===== config.mk =====
export PLATFORM = sky130hd
export DESIGN_NAME = switchbox_cfg_loader
export DESIGN_NICKNAME = d
export VERILOG_FILES = /design/src/rtl/switchbox_pkg.sv /design/src/rtl/switchbox_cfg_check.sv /design/src/rtl/switchbox_cfg_loader.sv
export SDC_FILE = /design/constraint.sdc
export NUM_CORES = 1
export LEC_CHECK = 0
export CORE_AREA = 2 2 173 175
export CTS_BUF_LIST = sky130_fd_sc_hd__clkbuf_16
export DETAILED_ROUTE_END_ITERATION = 10
export DIE_AREA = 0 0 175 177
export GPL_TIMING_DRIVEN = 0
export SETUP_SLACK_MARGIN = 0.2
export SYNTH_ARGS = -nofsm -noshare
export SYNTH_HDL_FRONTEND = slang
export SYNTH_SLANG_ARGS = --single-unit

===== constraint.sdc =====
create_clock -name clk -period 6.95 [get_ports clk]
set_input_delay 2.085 -clock clk [delete_from_list [all_inputs] [get_ports clk]]
set_output_delay 2.085 -clock clk [all_outputs]
set_load 0.01 [all_outputs]

===== src/rtl/switchbox_pkg.sv =====
// rtl/switchbox_pkg.sv - shared constants, state type and pin-ownership helper for the switch box loader
package switchbox_pkg;

  localparam int N_TB    = 5;
  localparam int N_LR    = 4;
  localparam int W       = 6;
  localparam int N_WORDS = 2 * N_TB + 2 * N_LR;
  localparam int NBITS   = N_WORDS * W;

  localparam logic [2:0] SIDE_OFF    = 3'd0;
  localparam logic [2:0] SIDE_TOP    = 3'd1;
  localparam logic [2:0] SIDE_RIGHT  = 3'd2;
  localparam logic [2:0] SIDE_BOTTOM = 3'd3;
  localparam logic [2:0] SIDE_LEFT   = 3'd4;

  localparam logic [1:0] ERR_NONE  = 2'd0;
  localparam logic [1:0] ERR_SIDE  = 2'd1;
  localparam logic [1:0] ERR_INDEX = 2'd2;
  localparam logic [1:0] ERR_LOOP  = 2'd3;

  typedef enum logic [1:0] {
    ST_IDLE,
    ST_SHIFT,
    ST_CHECK,
    ST_COMMIT
  } state_e;

  typedef struct packed {
    logic [2:0] side;
    logic [2:0] idx;
  } pin_id_t;

  // Word order is top, bottom, left, right; returns the pin a word drives.
  function automatic pin_id_t word_owner(input int k, input int n_tb, input int n_lr);
    pin_id_t o;
    if (k < n_tb) begin
      o.side = SIDE_TOP;
      o.idx  = 3'(k);
    end else if (k < 2 * n_tb) begin
      o.side = SIDE_BOTTOM;
      o.idx  = 3'(k - n_tb);
    end else if (k < 2 * n_tb + n_lr) begin
      o.side = SIDE_LEFT;
      o.idx  = 3'(k - 2 * n_tb);
    end else begin
      o.side = SIDE_RIGHT;
      o.idx  = 3'(k - 2 * n_tb - n_lr);
    end
    return o;
  endfunction

endpackage


===== src/rtl/switchbox_cfg_check.sv =====
// rtl/switchbox_cfg_check.sv - combinational legality check of one select word
module switchbox_cfg_check
  import switchbox_pkg::*;
#(
  parameter int N_TB = 5,
  parameter int N_LR = 4,
  parameter int W    = 6
) (
  input  logic [W-1:0] word_i,
  input  logic [2:0]   own_side_i,
  input  logic [2:0]   own_idx_i,
  output logic         fault_o,
  output logic [1:0]   code_o
);

  logic [2:0]   side;
  logic [W-4:0] idx;
  logic [1:0]   code_d;

  assign side = word_i[2:0];
  assign idx  = word_i[W-1:3];

  // Side is judged before index, index before self-loop; an off pin ignores its index.
  always_comb begin
    code_d = ERR_NONE;
    case (side)
      SIDE_OFF: code_d = ERR_NONE;
      SIDE_TOP, SIDE_BOTTOM: if (int'(idx) >= N_TB) code_d = ERR_INDEX;
      SIDE_RIGHT, SIDE_LEFT: if (int'(idx) >= N_LR) code_d = ERR_INDEX;
      default: code_d = ERR_SIDE;
    endcase
    if (code_d == ERR_NONE && side != SIDE_OFF && side == own_side_i && idx == own_idx_i)
      code_d = ERR_LOOP;
  end

  assign code_o  = code_d;
  assign fault_o = (code_d != ERR_NONE);

endmodule


===== src/rtl/switchbox_cfg_loader.sv =====
// rtl/switchbox_cfg_loader.sv - serial bitstream loader with word checking and atomic commit
module switchbox_cfg_loader
  import switchbox_pkg::*;
#(
  parameter  int N_TB    = 5,
  parameter  int N_LR    = 4,
  parameter  int W       = 6,
  localparam int N_WORDS = 2 * N_TB + 2 * N_LR,
  localparam int NBITS   = N_WORDS * W
) (
  input  logic             clk,
  input  logic             rst_n,
  input  logic             start,
  input  logic             clear,
  input  logic             cfg_bit,
  input  logic             cfg_valid,
  output logic             cfg_ready,
  output logic [NBITS-1:0] cfg_active,
  output logic             busy,
  output logic             done,
  output logic             err,
  output logic [4:0]       err_idx,
  output logic [1:0]       err_code
);

  localparam int CNT_W = $clog2(NBITS);
  localparam logic [CNT_W-1:0] LAST_BIT  = CNT_W'(NBITS - 1);
  localparam logic [4:0]       LAST_WORD = 5'(N_WORDS - 1);

  state_e           state_q, state_d;
  logic [CNT_W-1:0] cnt_q, cnt_d;
  logic [4:0]       k_q, k_d;
  logic [NBITS-1:0] shadow_q, shadow_d;
  logic [NBITS-1:0] active_q, active_d;
  logic             done_q, done_d;
  logic             err_q, err_d;
  logic [4:0]       err_idx_q, err_idx_d;
  logic [1:0]       err_code_q, err_code_d;

  logic [W-1:0] cur_word;
  pin_id_t      owner;
  logic         chk_fault;
  logic [1:0]   chk_code;

  assign cur_word = shadow_q[int'(k_q) * W +: W];
  assign owner    = word_owner(int'(k_q), N_TB, N_LR);

  switchbox_cfg_check #(
    .N_TB(N_TB),
    .N_LR(N_LR),
    .W   (W)
  ) u_check (
    .word_i    (cur_word),
    .own_side_i(owner.side),
    .own_idx_i (owner.idx),
    .fault_o   (chk_fault),
    .code_o    (chk_code)
  );

  always_comb begin
    state_d    = state_q;
    cnt_d      = cnt_q;
    k_d        = k_q;
    shadow_d   = shadow_q;
    active_d   = active_q;
    done_d     = 1'b0;
    err_d      = err_q;
    err_idx_d  = err_idx_q;
    err_code_d = err_code_q;
    case (state_q)
      ST_IDLE: begin
        if (start) begin
          state_d    = ST_SHIFT;
          cnt_d      = '0;
          k_d        = '0;
          err_d      = 1'b0;
          err_idx_d  = '0;
          err_code_d = ERR_NONE;
        end else if (clear) begin
          active_d = '0;
          err_d    = 1'b0;
        end
      end
      ST_SHIFT: begin
        if (cfg_valid) begin
          shadow_d[cnt_q] = cfg_bit;
          cnt_d           = cnt_q + CNT_W'(1);
          if (cnt_q == LAST_BIT) begin
            state_d = ST_CHECK;
            k_d     = '0;
          end
        end
      end
      ST_CHECK: begin
        if (chk_fault) begin
          state_d    = ST_IDLE;
          err_d      = 1'b1;
          err_idx_d  = k_q;
          err_code_d = chk_code;
        end else if (k_q == LAST_WORD) begin
          state_d = ST_COMMIT;
        end else begin
          k_d = k_q + 5'd1;
        end
      end
      ST_COMMIT: begin
        active_d = shadow_q;
        done_d   = 1'b1;
        state_d  = ST_IDLE;
      end
      default: state_d = ST_IDLE;
    endcase
  end

  always_ff @(posedge clk or negedge rst_n) begin
    if (!rst_n) begin
      state_q    <= ST_IDLE;
      cnt_q      <= '0;
      k_q        <= '0;
      shadow_q   <= '0;
      active_q   <= '0;
      done_q     <= 1'b0;
      err_q      <= 1'b0;
      err_idx_q  <= '0;
      err_code_q <= ERR_NONE;
    end else begin
      state_q    <= state_d;
      cnt_q      <= cnt_d;
      k_q        <= k_d;
      shadow_q   <= shadow_d;
      active_q   <= active_d;
      done_q     <= done_d;
      err_q      <= err_d;
      err_idx_q  <= err_idx_d;
      err_code_q <= err_code_d;
    end
  end

  assign cfg_ready  = (state_q == ST_SHIFT);
  assign busy       = (state_q != ST_IDLE);
  assign cfg_active = active_q;
  assign done       = done_q;
  assign err        = err_q;
  assign err_idx    = err_idx_q;
  assign err_code   = err_code_q;

endmodule


==> flow_summary.yaml, run 1 <==
setup_path:
  cp_max_fo: 10
  slowest_delay_ns: 0.70
  arrival_ns: 4.74
  cp-start-kind: "register"
  cp.required_ns: 7.36
  r2r_end: "err_code[0]"
  timing.rr.start: "k_q[1]"
  rr_worst_depth: 14
  cp_slowest_cell: "a2111oi_2"
  ff2ff_setup_slack_ns: 2.62
  crit_family: "compound AO/OA/AOI/OAI gates"
  path_class: "reg2reg"
  cp_cell_sequence: "buf_2, buf_2, inv_1, ha_1, a2111oi_2, nor2_1, xnor2_1, a21oi_1, xnor2_1, a2111o_1, o21ai_2, buf_6, nand2_2, a32o_1"
  cp-end-kind: "register"
  cp_num_buf_inv: 4
layout:
  nets: 1078
  final_layout_size_suffix_gt1_frac: 0.1816
  instances_no_fill: 1475
  area_growth_pct: 24.56
  fill_cells: 2728
  num_antenna_cells: 0
  final_cell_mix: "dfrtp_1 (239), clkdlybuf4s50_1 (121), mux2_2 (117)"
  layout_commonest_cell: "dfrtp_1"
  utilization: 0.4659
  design_area_um2: 13620
routing:
  via_count: 7983
  drt-vias-per-instance: 5.412
  route.final.wire_length_mm: 32.48
  routedWlPerCell_um: 22.02
  first_pass_iters: 5
  first_iter_violations: 685
  postRouteAntennaNets: 0
  drc: 0
power_and_ir_drop:
  swShare: 0.3245
  power_switching_w: 0.001297
  powerDensity_nw_per_um2: 293.3
  p_comb_frac: 0.258
  seqPwrFrac: 0.376
  peakVddDrop_mv: 0.1673
  power_frac_clock: 0.366
  p_int_w: 0.002699
  p_leak_nw: 6.024
clock_tree:
  clk_pin_slew_ns: 0.06
  ctsResizeCount: 0
  cts_sinks: 239
  tritoncts: "yes"
  clk_latency_ns: 0.54
  cts_setup_buffers: 0
  ctsLongestPathBuffers: 3
  h-tree-depth: 1
  cts_inserted_buffers: 26
  ctsRootBufferMaster: "clkbuf_16"
  cts_hold_buf: 0
global_route:
  grt.total_usage: 0.2130
  grt_pass1_wl_mm: 50.68
  antenna_found_initial: 0
  grt_max_degree: 99
  grt-ovfl-total: 0
  grt_pass1_vias: 8277
timing:
  max_slew_margin: 0.2944
  tightestPinTransition_ns: 1.058
  worst_slack_ns: 2.624
  setup-tns-final_ns: 0
  maxSlewViolCount: 0
  period_needed_ns: 4.326
  hold_viol: 0
  clock_skew_ns: 0.01276
  rsz0062_at_grt: "false"
  setup_viol: 0
  finalCritPeriodShare: 0.6224
  clock.fmax_mhz: 231.2
logic_synthesis:
  synthTopCellsByArea: "dfrtp_1 (55%), mux2_2 (12%), a22o_1 (8.6%)"
  synth-xor-area-share: 0.007207
  synth_cell_types: 58
  ys_ff_latch: 239
  ys_seq_area_frac: 0.5468
  synth_area_um2: 10940
  synth_compound_area_frac: 0.1266
  avgSynthCellArea_um2: 11.99
  synthFlopType: "dfrtp_1"
  synth-edff-count: 0
  yosys_warnings: 0
  yosys.area_share.simple: 0.1048
  synth_top_area_frac: 0.5468
  synthMuxAreaShare: 0.1754
  syn_nets: 925
  synthAdderAreaFrac: 0.008007
  async_reset_ff_frac: 1.000
  yosys.area.top_type: "dfrtp_1"
  synth_top_family_by_area: "multiplexers"
  postSynthCellCount: 912
min_path:
  hold_path.class: "reg2reg"
  whs_endpoint: "cfg_active[79]"
  hold_path_depth: 1
  min_from: "cfg_active[79]"
floorplanning:
  pin_count: 125
  start_util: 0.3740
  die_h_um: 177
  core-area_um2: 29240
  num_rows: 63
  die_x_um: 175
  die_area_um2: 30980
placement:
  hpwlAfterDp_mm: 23.25
  routabilityCongestion: 0.9362
  pre_cts_slack_ns: 2.128
  post_dp_cell_area_um2: 12720
  io_buffers: 122
  dp_cells: 1427
outcome:
  status: "completed"
job:
  max_cap_viol_count: 0
==> state kept, by name, summed over array words and instances, names as in the netlist <==
register,flops
cfg_active,108
cnt_q,7
done,1
err,1
err_code,2
err_idx,5
k_q,5
shadow_q,108
state_q,2
==> power by group through the flow <==
| stage | logic (W) | clock network [W] | registers [W] |
|---|---|---|---|
| finish | 0.00103 | 0.00146 | 0.00150 |
| global route | 0.00113 | 0.00155 | 0.00151 |
| CTS | 0.00103 | 0.00149 | 0.00150 |
| detailed placement | 0.00103 | 0 | 0.00153 |
| global placement | 0.00101 | 0 | 0.00153 |
| floorplan | 0.000656 | 0 | 0.00152 |
==> synth_stat cells (10+ instances only) <==
cell type	number
o211ai_1	10
nand2_1	96
nor2_1	84
inv_1	10
nand3_1	20
a22o_1	108
dfrtp_1	239
mux4_2	16
clkbuf_1	50
mux2_2	117
mux2i_1	24
==> cell type report <==
type | instances | area (um2) | share of cell area
multi-input cells | 595 | 4622 | 0.3392
repair buffers | 125 | 1292 | 0.09487
flip-flops and latches | 239 | 5981 | 0.4390
well taps | 390 | 488.0 | 0.03582
clock inverters | 21 | 224.0 | 0.01644
plain buffers | 68 | 304.0 | 0.02232
clock buffers | 27 | 675.6 | 0.04959
inverters | 10 | 37.54 | 0.002755
==> routing by layer <==
metal / routed length [um] / vias up / global-route usage
met5: 0 / - / 0
met4: 695 / 0 / 0.05347
met3: 1626 / 44 / 0.03759
met2: 14930 / 221 / 0.3327
met1: 15220 / 4097 / 0.3083
li1: - / 3621 / -
==> cells by family after synthesis <==
group / count (synthesis)
buf+inv: 78
xor+xnor: 9
compound gates: 168
fa+ha+maj: 7
simple gates: 254
flops: 239
mux: 157
==> how the worst max path moves through the flow <==
stage	to	slack (ns)	startpoint	cells past startpoint
5_1_grt	err_code[0]	2.31	k_q[1]	13
6_report	err_code[0]	2.62	k_q[1]	14
4_1_cts	err_code[0]	2.68	k_q[1]	14
3_3_place_gp	cfg_active[68]	-6.64	rst_n	1
2_1_floorplan	cfg_active[36]	3.37	start	6
3_5_place_dp	shadow_q[57]	2.13	cfg_valid	6
==> through the flow <==
| step | hold slack [ns] | power [W] |
|---|---|---|
| floorplan | 0.4847 | 0.002175 |
| global placement | 0.4874 | 0.002541 |
| detailed placement | 0.4807 | 0.002553 |
| CTS | 0.5032 | 0.004023 |
| global route | 0.5144 | 0.004188 |
| finish | 0.4958 | 0.003996 |
(Power assumes the default switching activity.)
==> run 2: changes to the inputs <==
==> constraint.sdc (replaced) <==
create_clock -name clk -period 4.5 [get_ports clk]
set_input_delay 1.35 -clock clk [delete_from_list [all_inputs] [get_ports clk]]
set_output_delay 1.35 -clock clk [all_outputs]
set_load 0.01 [all_outputs]
==> run 2 against run 1 <==
Routed wire length grew 0.17%. Final cell count is the same. Sequential share of layout area is essentially flat. Design area grew 0.11%. Non-clock buffer count is the same.
==> flow_summary.yaml, run 2 (synthesis results as in run 1) <==
layout:
  num_antenna_cells: 0
  layout_commonest_cell: "dfrtp_1"
  nets: 1078
  fill_cells: 2730
  final_layout_size_suffix_gt1_frac: 0.1816
  area_growth_pct: 24.70
  final_cell_mix: "dfrtp_1 (239), clkdlybuf4s50_1 (121), mux2_2 (117)"
clock_tree:
  cts_sinks: 239
  cts_inserted_buffers: 26
  h-tree-depth: 1
  clk_latency_ns: 0.53
  tritoncts: "yes"
  ctsLongestPathBuffers: 3
  ctsRootBufferMaster: "clkbuf_16"
  cts_hold_buf: 0
  clk_pin_slew_ns: 0.06
setup_path:
  timing.rr.start: "k_q[1]"
  path_class: "reg2reg"
  cp.required_ns: 4.92
  ff2ff_setup_slack_ns: 0.48
  cp-start-kind: "register"
  cp-end-kind: "register"
  arrival_ns: 4.44
  rr_worst_depth: 14
  r2r_end: "err_code[0]"
  cp_max_fo: 10
routing:
  first_iter_violations: 679
  postRouteAntennaNets: 0
  route.final.wire_length_mm: 32.53
  drc: 0
  drt-vias-per-instance: 5.438
  routedWlPerCell_um: 22.06
  first_pass_iters: 7
  via_count: 8021
min_path:
  whs_endpoint: "cfg_active[79]"
  hold_path.class: "reg2reg"
  min_from: "cfg_active[79]"
  hold_path_depth: 1
global_route:
  grt_max_degree: 99
  grt.total_usage: 0.2130
  grt-ovfl-total: 0
  grt_pass1_vias: 8277
  grt_pass1_wl_mm: 50.68
  antenna_found_initial: 0
timing:
  clock_skew_ns: 0.01094
  finalCritPeriodShare: 0.8934
  setup_viol: 0
  tightestPinTransition_ns: 1.088
  setup-tns-final_ns: 0
  period_needed_ns: 4.020
  maxSlewViolCount: 0
  hold_viol: 0
  rsz0062_at_grt: "false"
  clock.fmax_mhz: 248.7
  max_slew_margin: 0.2745
power_and_ir_drop:
  p_total_w: 0.006181
  power_frac_clock: 0.366
  swShare: 0.3249
  p_comb_frac: 0.259
  powerDensity_nw_per_um2: 453.2
  seqPwrFrac: 0.375
  p_leak_nw: 6.027
  power_switching_w: 0.002008
  peakVddDrop_mv: 0.2565
  p_int_w: 0.004172
job:
  max_cap_viol_count: 0
floorplanning:
  pin_count: 125
  die_h_um: 177
  core-area_um2: 29240
  start_util: 0.3740
  die_area_um2: 30980
  num_rows: 63
  die_x_um: 175
placement:
  io_buffers: 122
  routabilityCongestion: 0.9362
  hpwlAfterDp_mm: 23.25
outcome:
  status: "completed"
==> run 2: through the flow <==
step                instances  utilization  hold slack (ns)  setup slack, ns  cell area, um2
CTS                      1475       0.4659           0.5032           0.2270           13620
detailed placement       1427       0.4351           0.4807           0.2757           12720
floorplan                 912            -           0.4847            1.247           10940
global route             1475       0.4664           0.5144           0.1935           13640
global placement         1424       0.4325           0.4874           -8.352           12650
finish                   1475       0.4664           0.4961           0.4797           13640
==> run 2: worst max-delay path: stages (launching register included) <==
cell,delay [ns]
dfrtp_1,0.47
buf_2,0.39
clkbuf_4,0.38
inv_1,0.18
ha_1,0.27
a2111oi_4,0.53
nor2_1,0.10
xnor2_1,0.14
a21oi_1,0.20
xnor2_1,0.08
a2111o_1,0.35
o21ai_2,0.24
buf_6,0.19
nand2_2,0.07
a32o_1,0.27
==> run 2: metal layers <==
metal | routed length (um) | vias to the layer above | global-route usage | part of all wire
met5 | 0 | - | 0 | 0
met4 | 673 | 0 | 0.05347 | 0.021
met3 | 1569 | 43 | 0.03759 | 0.048
met2 | 15000 | 213 | 0.3327 | 0.46
met1 | 15290 | 4143 | 0.3083 | 0.47
li1 | - | 3622 | - | -
==> run 2: final cells by class <==
class / instances / area (um2) / share of cell area
well taps: 390 / 488.0 / 0.03578
repair buffers: 125 / 1292 / 0.09476
inverters: 10 / 37.54 / 0.002752
clock inverters: 21 / 224.0 / 0.01642
multi-input cells: 595 / 4634 / 0.3398
clock buffers: 27 / 675.6 / 0.04954
plain buffers: 68 / 306.5 / 0.02248
flip-flops and latches: 239 / 5981 / 0.4385
==> run 2: power groups by stage <==
stage	Combinational, W	Sequential, W	Clock [W]
floorplan	0.00101	0.00235	0
global placement	0.00157	0.00236	0
detailed placement	0.00159	0.00236	0
CTS	0.00159	0.00232	0.00230
global route	0.00175	0.00233	0.00240
finish	0.00160	0.00232	0.00226
==> run 2: what timing repair did <==
| item | CTS | global route |
|---|---|---|
| endpoints found under the setup margin | 0 | 15 |
| buffers inserted | 0 | 0 |
| gates resized for setup | 0 | 2 |
==> run 2: worst max path at each step <==
| stage | slack, ns | endpoint | from |
|---|---|---|---|
| global route | 0.19 | err_code[0] | k_q[1] |
| global placement | -8.35 | cfg_active[68] | rst_n |
| finish | 0.48 | err_code[0] | k_q[1] |
| CTS | 0.23 | err_code[0] | k_q[1] |
| detailed placement | 0.28 | err_code[0] | k_q[1] |
| floorplan | 1.25 | err_code[0] | k_q[1] |
